**config.mk**
```make
export PLATFORM = sky130hd
export DESIGN_NAME = seg_scan_driver
export DESIGN_NICKNAME = d
export VERILOG_FILES = /design/src/rtl/seg_pkg.sv /design/src/rtl/seg_decode.sv /design/src/rtl/seg_scan_driver.sv
export SDC_FILE = /design/constraint.sdc
export NUM_CORES = 1
export LEC_CHECK = 0
export CORE_ASPECT_RATIO = 1.25
export CORE_MARGIN = 2
export CORE_UTILIZATION = 40
export DETAILED_ROUTE_END_ITERATION = 8
export GPL_TIMING_DRIVEN = 0
export PLACE_DENSITY = 0.67
export RECOVER_POWER = 50
export SLEW_MARGIN = 30
export SYNTH_ARGS = -nofsm -noshare
export SYNTH_HDL_FRONTEND = slang
export SYNTH_SLANG_ARGS = --single-unit
```
**constraint.sdc**
```tcl
create_clock -name sys_clk -period 3.9 [get_ports sys_clk]
set_input_delay 0.78 -clock sys_clk [delete_from_list [all_inputs] [get_ports sys_clk]]
set_output_delay 0.78 -clock sys_clk [all_outputs]
set_load 0.01 [all_outputs]
```
**src/rtl/seg_pkg.sv**
```systemverilog
// Shared 7-segment constants (active-low {dp,g,f,e,d,c,b,a}) used by display blocks.
package seg_pkg;

  localparam int DIG_NUM = 6;

  localparam logic [7:0] SEG_0    = 8'hC0;
  localparam logic [7:0] SEG_1    = 8'hF9;
  localparam logic [7:0] SEG_2    = 8'hA4;
  localparam logic [7:0] SEG_3    = 8'hB0;
  localparam logic [7:0] SEG_4    = 8'h99;
  localparam logic [7:0] SEG_5    = 8'h92;
  localparam logic [7:0] SEG_6    = 8'h82;
  localparam logic [7:0] SEG_7    = 8'hF8;
  localparam logic [7:0] SEG_8    = 8'h80;
  localparam logic [7:0] SEG_9    = 8'h90;
  localparam logic [7:0] SEG_DASH = 8'hBF;
  localparam logic [7:0] SEG_OFF  = 8'hFF;

endpackage

```
**src/rtl/seg_decode.sv**
```systemverilog
// Combinational BCD nibble to active-low a..g segments; non-decimal nibbles show a dash.
module seg_decode
  import seg_pkg::*;
(
  input  logic [3:0] bcd,
  output logic [6:0] seg
);

  always_comb begin
    seg = SEG_DASH[6:0];
    case (bcd)
      4'd0:    seg = SEG_0[6:0];
      4'd1:    seg = SEG_1[6:0];
      4'd2:    seg = SEG_2[6:0];
      4'd3:    seg = SEG_3[6:0];
      4'd4:    seg = SEG_4[6:0];
      4'd5:    seg = SEG_5[6:0];
      4'd6:    seg = SEG_6[6:0];
      4'd7:    seg = SEG_7[6:0];
      4'd8:    seg = SEG_8[6:0];
      4'd9:    seg = SEG_9[6:0];
      default: seg = SEG_DASH[6:0];
    endcase
  end

endmodule

```
**src/rtl/seg_scan_driver.sv**
```systemverilog
// Six-digit multiplexed common-anode 7-segment driver with per-frame snapshot and slot blanking.
// Optional leading-zero blanking is enabled by defining SEG_LZB_EN.
module seg_scan_driver
  import seg_pkg::*;
#(
  parameter logic [15:0] CNT_SCAN  = 16'd50000,
  parameter logic [15:0] BLANK_CYC = 16'd500
) (
  input  logic        sys_clk,
  input  logic        sys_rst_n,
  input  logic [23:0] bcd_data,
  input  logic [5:0]  point,
  input  logic        seg_en,
  output logic [5:0]  seg_sel,
  output logic [7:0]  seg_led
);

  logic [15:0] cnt_scan;
  logic [2:0]  dig_idx;
  logic [23:0] shadow_bcd;
  logic [5:0]  shadow_point;
  logic        first_cyc;

  logic        wrap;
  logic        last_dig;
  logic        capture;
  logic [23:0] bcd_shift;
  logic [3:0]  cur_nib;
  logic [6:0]  cur_seg;
  logic        cur_dp;
  logic [5:0]  lzb_mask;
  logic [5:0]  sel_next;
  logic [7:0]  led_next;

  assign wrap     = (cnt_scan == CNT_SCAN - 16'd1);
  assign last_dig = (dig_idx == 3'(DIG_NUM - 1));
  // first_cyc forces a capture right after reset so the first frame is never stale zeros
  assign capture  = first_cyc | (wrap & last_dig);

  assign bcd_shift = shadow_bcd >> {dig_idx, 2'b00};
  assign cur_nib   = bcd_shift[3:0];
  assign cur_dp    = shadow_point[dig_idx];

  seg_decode u_decode (
    .bcd (cur_nib),
    .seg (cur_seg)
  );

`ifdef SEG_LZB_EN
  logic zero_run;

  // Walk from the most significant digit down; blank while everything above is zero and dp-free
  always_comb begin
    lzb_mask = '0;
    zero_run = 1'b1;
    for (int i = DIG_NUM - 1; i >= 1; i--) begin
      zero_run    = zero_run & (shadow_bcd[4*i +: 4] == 4'd0) & ~shadow_point[i];
      lzb_mask[i] = zero_run;
    end
  end
`else
  assign lzb_mask = '0;
`endif

  always_comb begin
    sel_next = 6'h3F;
    led_next = SEG_OFF;
    if (seg_en) begin
      sel_next = ~(6'b000001 << dig_idx);
      if (!(cnt_scan < BLANK_CYC) && !lzb_mask[dig_idx]) begin
        led_next = {~cur_dp, cur_seg};
      end
    end
  end

  always_ff @(posedge sys_clk or negedge sys_rst_n) begin
    if (!sys_rst_n) begin
      cnt_scan     <= '0;
      dig_idx      <= '0;
      shadow_bcd   <= '0;
      shadow_point <= '0;
      first_cyc    <= 1'b1;
      seg_sel      <= 6'h3F;
      seg_led      <= SEG_OFF;
    end else begin
      first_cyc <= 1'b0;
      if (wrap) begin
        cnt_scan <= '0;
        dig_idx  <= last_dig ? 3'd0 : dig_idx + 3'd1;
      end else begin
        cnt_scan <= cnt_scan + 16'd1;
      end
      if (capture) begin
        shadow_bcd   <= bcd_data;
        shadow_point <= point;
      end
      seg_sel <= sel_next;
      seg_led <= led_next;
    end
  end

endmodule

```
==> out/results.env <==
CRITICAL_PATH_REQUIRED_NS=4.17
FINISH.CELL_COUNT_WITHOUT_FILLERS=398
SYNTH_SEQ_AREA_SHARE=0.523
COMBINATIONALPOWERSHARE=0.109
CAP_VIOLATIONS=0
R2R-END='seg_led[0]'
SYN_AREA_PER_CELL_SQ_UM=12.7
DETAIL_PLACEMENT_HPWL_MM=4.35
PWR_DENSITY_CELL_nW_PER_UM2=389
CTS_MAX_LEVEL=3
FIN_WORST_SETUP_SLACK_NS=0.862
POST-PLACE-CELLS=382
STATIC-LEAKAGE-POWER_nW=1.72
GRTUSAGEMET2=0.252
WORST_R2R_PATH_DEPTH=11
PERIOD_NEEDED_NS=3.04
WORSTREG2REGSTART='dig_idx[0]'
HOLD-WORST-SLACK_NS=0.487
FLOORPLAN.INITIALDENSITY=0.416
GRT_MAX_DEGREE=46
ANTENNA_VIOLATIONS_BEFORE_REPAIR=0
SETUP.WORST_PATH.START_CLASS='register'
POST_SYNTH_INSTANCE_AREA_SQ_UM=3100
TIMING.CLOCK.SKEW_NS=0.0125
SYNTH_CELL_TYPE_COUNT=40
ANT_NETS=0
FP.DIEW_MICRONS=82.7
FINAL_NET_COUNT=342
SYNTH_CELLS=243
GLOBAL_ROUTE.USAGE.MET1=0.192
HOLD_VIOL_FINAL=0
CLKTRANSATPATHREGS_NS=0.07
GRT-BUSIEST-LAYER='met2'
WORSTHOLDPATHCELLS=1
CLOCK_SINK_COUNT=64
REG2REG_SETUP_SLACK_NS=0.86
CTS-ROOT-TO-SINK-BUFFERS=2
PRE_CTS_WS_NS=1.16
CATEGORY_OF_THE_WORST_SETUP_PATH_CAPTURE_POINT='register'
COUNT_OF_SYNTHESIS_STAGE_WARNINGS_FROM_YOSYS=0
POST-ROUTE-DRC-COUNT=0
FLOORPLAN.DIE_AREA_SQ_UM=8470
HOLD_BUFFERS=0
POST-CTS-SETUP-BUFFERS=0
GLOBAL_ROUTE.USAGE.MET3=0.0486
SYN_NETS=284
DETAILEDROUTE.FIRSTPASSITERATIONCOUNT=4
CRITPATHARRIVALTIME_NS=3.31
HOLD_START='cnt_scan[0]'
ANTENNA_CELLS=0
PEAK_FANOUT_ALONG_THE_CRITICAL_PATH=10
NUMBER_OF_GLOBAL_ROUTE_VIAS_BEFORE_REPAIR=2033
AVGROUTEDWIREPERCELL_MICRONS=15.0
FILLERS=663
TIGHTESTPINTRANSITION_NS=1.16
OUTCOME='finished, final reports clean'
PLACEMENT_ROWS=35
TRITONCTS='yes'
INTERNAL-POWER_mW=1.19
DETAILROUTE.VIA_COUNT=1974
POWER.SHARE.SEQUENTIAL=0.469
GRT_PASS1_WL_MM=9.64
POWER.CLOCK.FRACTION=0.422
HP-CLASS='reg2reg'
IR_WORST_VDD_mV=0.276
ROUTABILITYCONGESTION=0.800
SYN2LAYOUT_AREA_GROWTH_PCT=26.6
GR_UTIL_ALL_LAYERS=0.154
FINALSETUPVIOLATIONS=0
MAX-SLEW-MARGIN-REL=0.224
GRT_REMAINING_OVERFLOW=0
FIN_SETUP_TNS_NS=0
UNREPAIRED_SETUP_ENDPOINTS_AFTER_GLOBAL_ROUTING='false'
MAXIMUM_CLOCK_RATE_GHz=0.329
PORTBUFFERS=46
SYNTH-SEQ-CELLS=64
CTS.REPAIR.RESIZED=0
DPL_CELL_AREA_SQ_UM=3700
LAYOUT-DRIVE-GT1-SHARE=0.248
CHIPHEIGHT_MICRONS=102
CLKLATENCYLATEPIN_NS=0.34
DESIGN.CORE.AREA_SQ_UM=7440
DRT_FIRST_ITER_VIOLATIONS=102
MIN_DELAY_WORST_ENDPOINT='cnt_scan[0]'
SLEW_VIOLATIONS=0
DESIGN_POWER_TOTAL_mW=1.53
FIN_AREA_SQ_UM=3920
WL_MM=5.97
POWER_SWITCHING_SHARE=0.219
DESIGN.PORTCOUNT=47
FINALCOREUTILIZATION=0.527
VIA_CELL_RATIO=4.96
TIMING.SETUP.CRITICAL_PATH_CLASS='reg2reg'
TRITONCTS.NUM_BUFFERS=9
NETSWITCHINGPOWER_uW=335
CTS.ROOT.BUFFER_CELL='sky130_fd_sc_hd__clkbuf_8'
POST-ROUTE-PERIOD-UTIL=0.779
flip-flops by register name, summed over array words and instances (netlist names):
register      count
seg_sel           6
shadow_bcd       24
first_cyc         1
shadow_point      6
dig_idx           3
seg_led           8
cnt_scan         16
Yosys cell counts, drive strengths merged:
| library cell | n | area (sq um) |
|---|---|---|
| buf | 7 | 58.8 |
| nand4 | 4 | 31.3 |
| a31oi | 1 | 12.5 |
| mux4 | 1 | 22.5 |
| and2 | 2 | 12.5 |
| o22a | 2 | 17.5 |
| nand2 | 11 | 41.3 |
| nor2 | 23 | 86.3 |
| or2 | 2 | 12.5 |
| nor4 | 2 | 27.5 |
| nand2b | 2 | 12.5 |
| clkbuf | 4 | 16.3 |
| and4 | 1 | 8.76 |
| xnor2 | 7 | 61.3 |
| inv | 5 | 18.8 |
| o22ai | 2 | 12.5 |
| dfrtp | 49 | 1230 |
| or3 | 1 | 6.26 |
| nor3 | 8 | 51.3 |
| xor2 | 8 | 70.1 |
| a21oi | 5 | 25.0 |
| o211ai | 1 | 7.51 |
| and3 | 2 | 12.5 |
| mux2i | 15 | 150 |
| mux2 | 32 | 473 |
| o21ai | 6 | 30.0 |
| ha | 8 | 100 |
| a2bb2oi | 2 | 17.5 |
| nand4b | 1 | 8.76 |
| nand3 | 11 | 55.1 |
| conb | 1 | 3.75 |
| dfstp | 15 | 394 |
| nor2b | 2 | 12.5 |
per-layer routing:
layer | routed length (microns) | share of wire
met3 | 246 | 0.041
met5 | 0 | 0
met1 | 2670 | 0.45
met2 | 2960 | 0.50
met4 | 87 | 0.015
how the worst max path moves through the flow:
stage,startpoint,end,cells past startpoint
floorplan,dig_idx[0],seg_led[0],11
global placement,sys_rst_n,shadow_bcd[17],1
detailed placement,dig_idx[0],seg_led[0],11
CTS,dig_idx[0],seg_led[0],11
global route,dig_idx[0],seg_led[0],11
finish,dig_idx[0],seg_led[0],11
critical path: stages (launching register included):
cell and delay (ns):
sky130_fd_sc_hd__dfrtp_1 0.32, sky130_fd_sc_hd__clkbuf_1 0.27, sky130_fd_sc_hd__buf_6 0.23, sky130_fd_sc_hd__clkbuf_1 0.46, sky130_fd_sc_hd__mux2i_1 0.31, sky130_fd_sc_hd__o22ai_1 0.11, sky130_fd_sc_hd__a21oi_1 0.37, sky130_fd_sc_hd__inv_1 0.16
sky130_fd_sc_hd__ha_1 0.21, sky130_fd_sc_hd__nor3_1 0.23, sky130_fd_sc_hd__a21oi_1 0.10, sky130_fd_sc_hd__o22a_1 0.21
kinds of logic after synthesis:
group           count (synthesis)  share of synthesized area
compound gates                 19                     0.0396
xor+xnor                       15                     0.0424
fa+ha+maj                       8                     0.0323
buf+inv                        16                     0.0303
flops                          64                      0.523
mux                            48                      0.208
other cells                     1                    0.00121
simple gates                   72                      0.122
cell usage in the layout, fill, tap and decap left out, types with 3 or more instances in the layout:
master / instances
sky130_fd_sc_hd__clkdlybuf4s50_1: 45
sky130_fd_sc_hd__nor2_1: 23
sky130_fd_sc_hd__buf_6: 4
sky130_fd_sc_hd__inv_1: 5
sky130_fd_sc_hd__nand3_1: 11
sky130_fd_sc_hd__xnor2_1: 7
sky130_fd_sc_hd__nand4_1: 3
sky130_fd_sc_hd__nand2_1: 11
sky130_fd_sc_hd__xor2_1: 8
sky130_fd_sc_hd__clkbuf_8: 11
sky130_fd_sc_hd__nor3_1: 7
sky130_fd_sc_hd__ha_1: 8
sky130_fd_sc_hd__dfrtp_1: 49
sky130_fd_sc_hd__mux2i_1: 15
sky130_fd_sc_hd__clkbuf_1: 6
sky130_fd_sc_hd__o21ai_0: 6
sky130_fd_sc_hd__mux2_4: 30
sky130_fd_sc_hd__a21oi_1: 5
sky130_fd_sc_hd__dfstp_2: 15
power by group through the flow:
| stage | clock network (mW) | logic [mW] | registers (mW) |
|---|---|---|---|
| 2_1_floorplan | 0 | 0.0997 | 0.722 |
| 3_3_place_gp | 0 | 0.164 | 0.726 |
| 3_5_place_dp | 0 | 0.168 | 0.728 |
| 4_1_cts | 0.661 | 0.170 | 0.716 |
| 5_1_grt | 0.694 | 0.181 | 0.720 |
| 6_report | 0.644 | 0.167 | 0.716 |
final cells by class:
type,instances,area [sq um],area share
Timing Repair Buffer,47,482,0.123
Inverter,5,18.8,0.00479
Sequential cell,64,1620,0.413
Buffer,11,72.6,0.0185
Tap cell,92,115,0.0294
Multi-Input combinational cell,163,1380,0.353
Clock buffer,11,151,0.0386
Clock inverter,5,78.8,0.0201
Power figures use the tool's default switching activity.
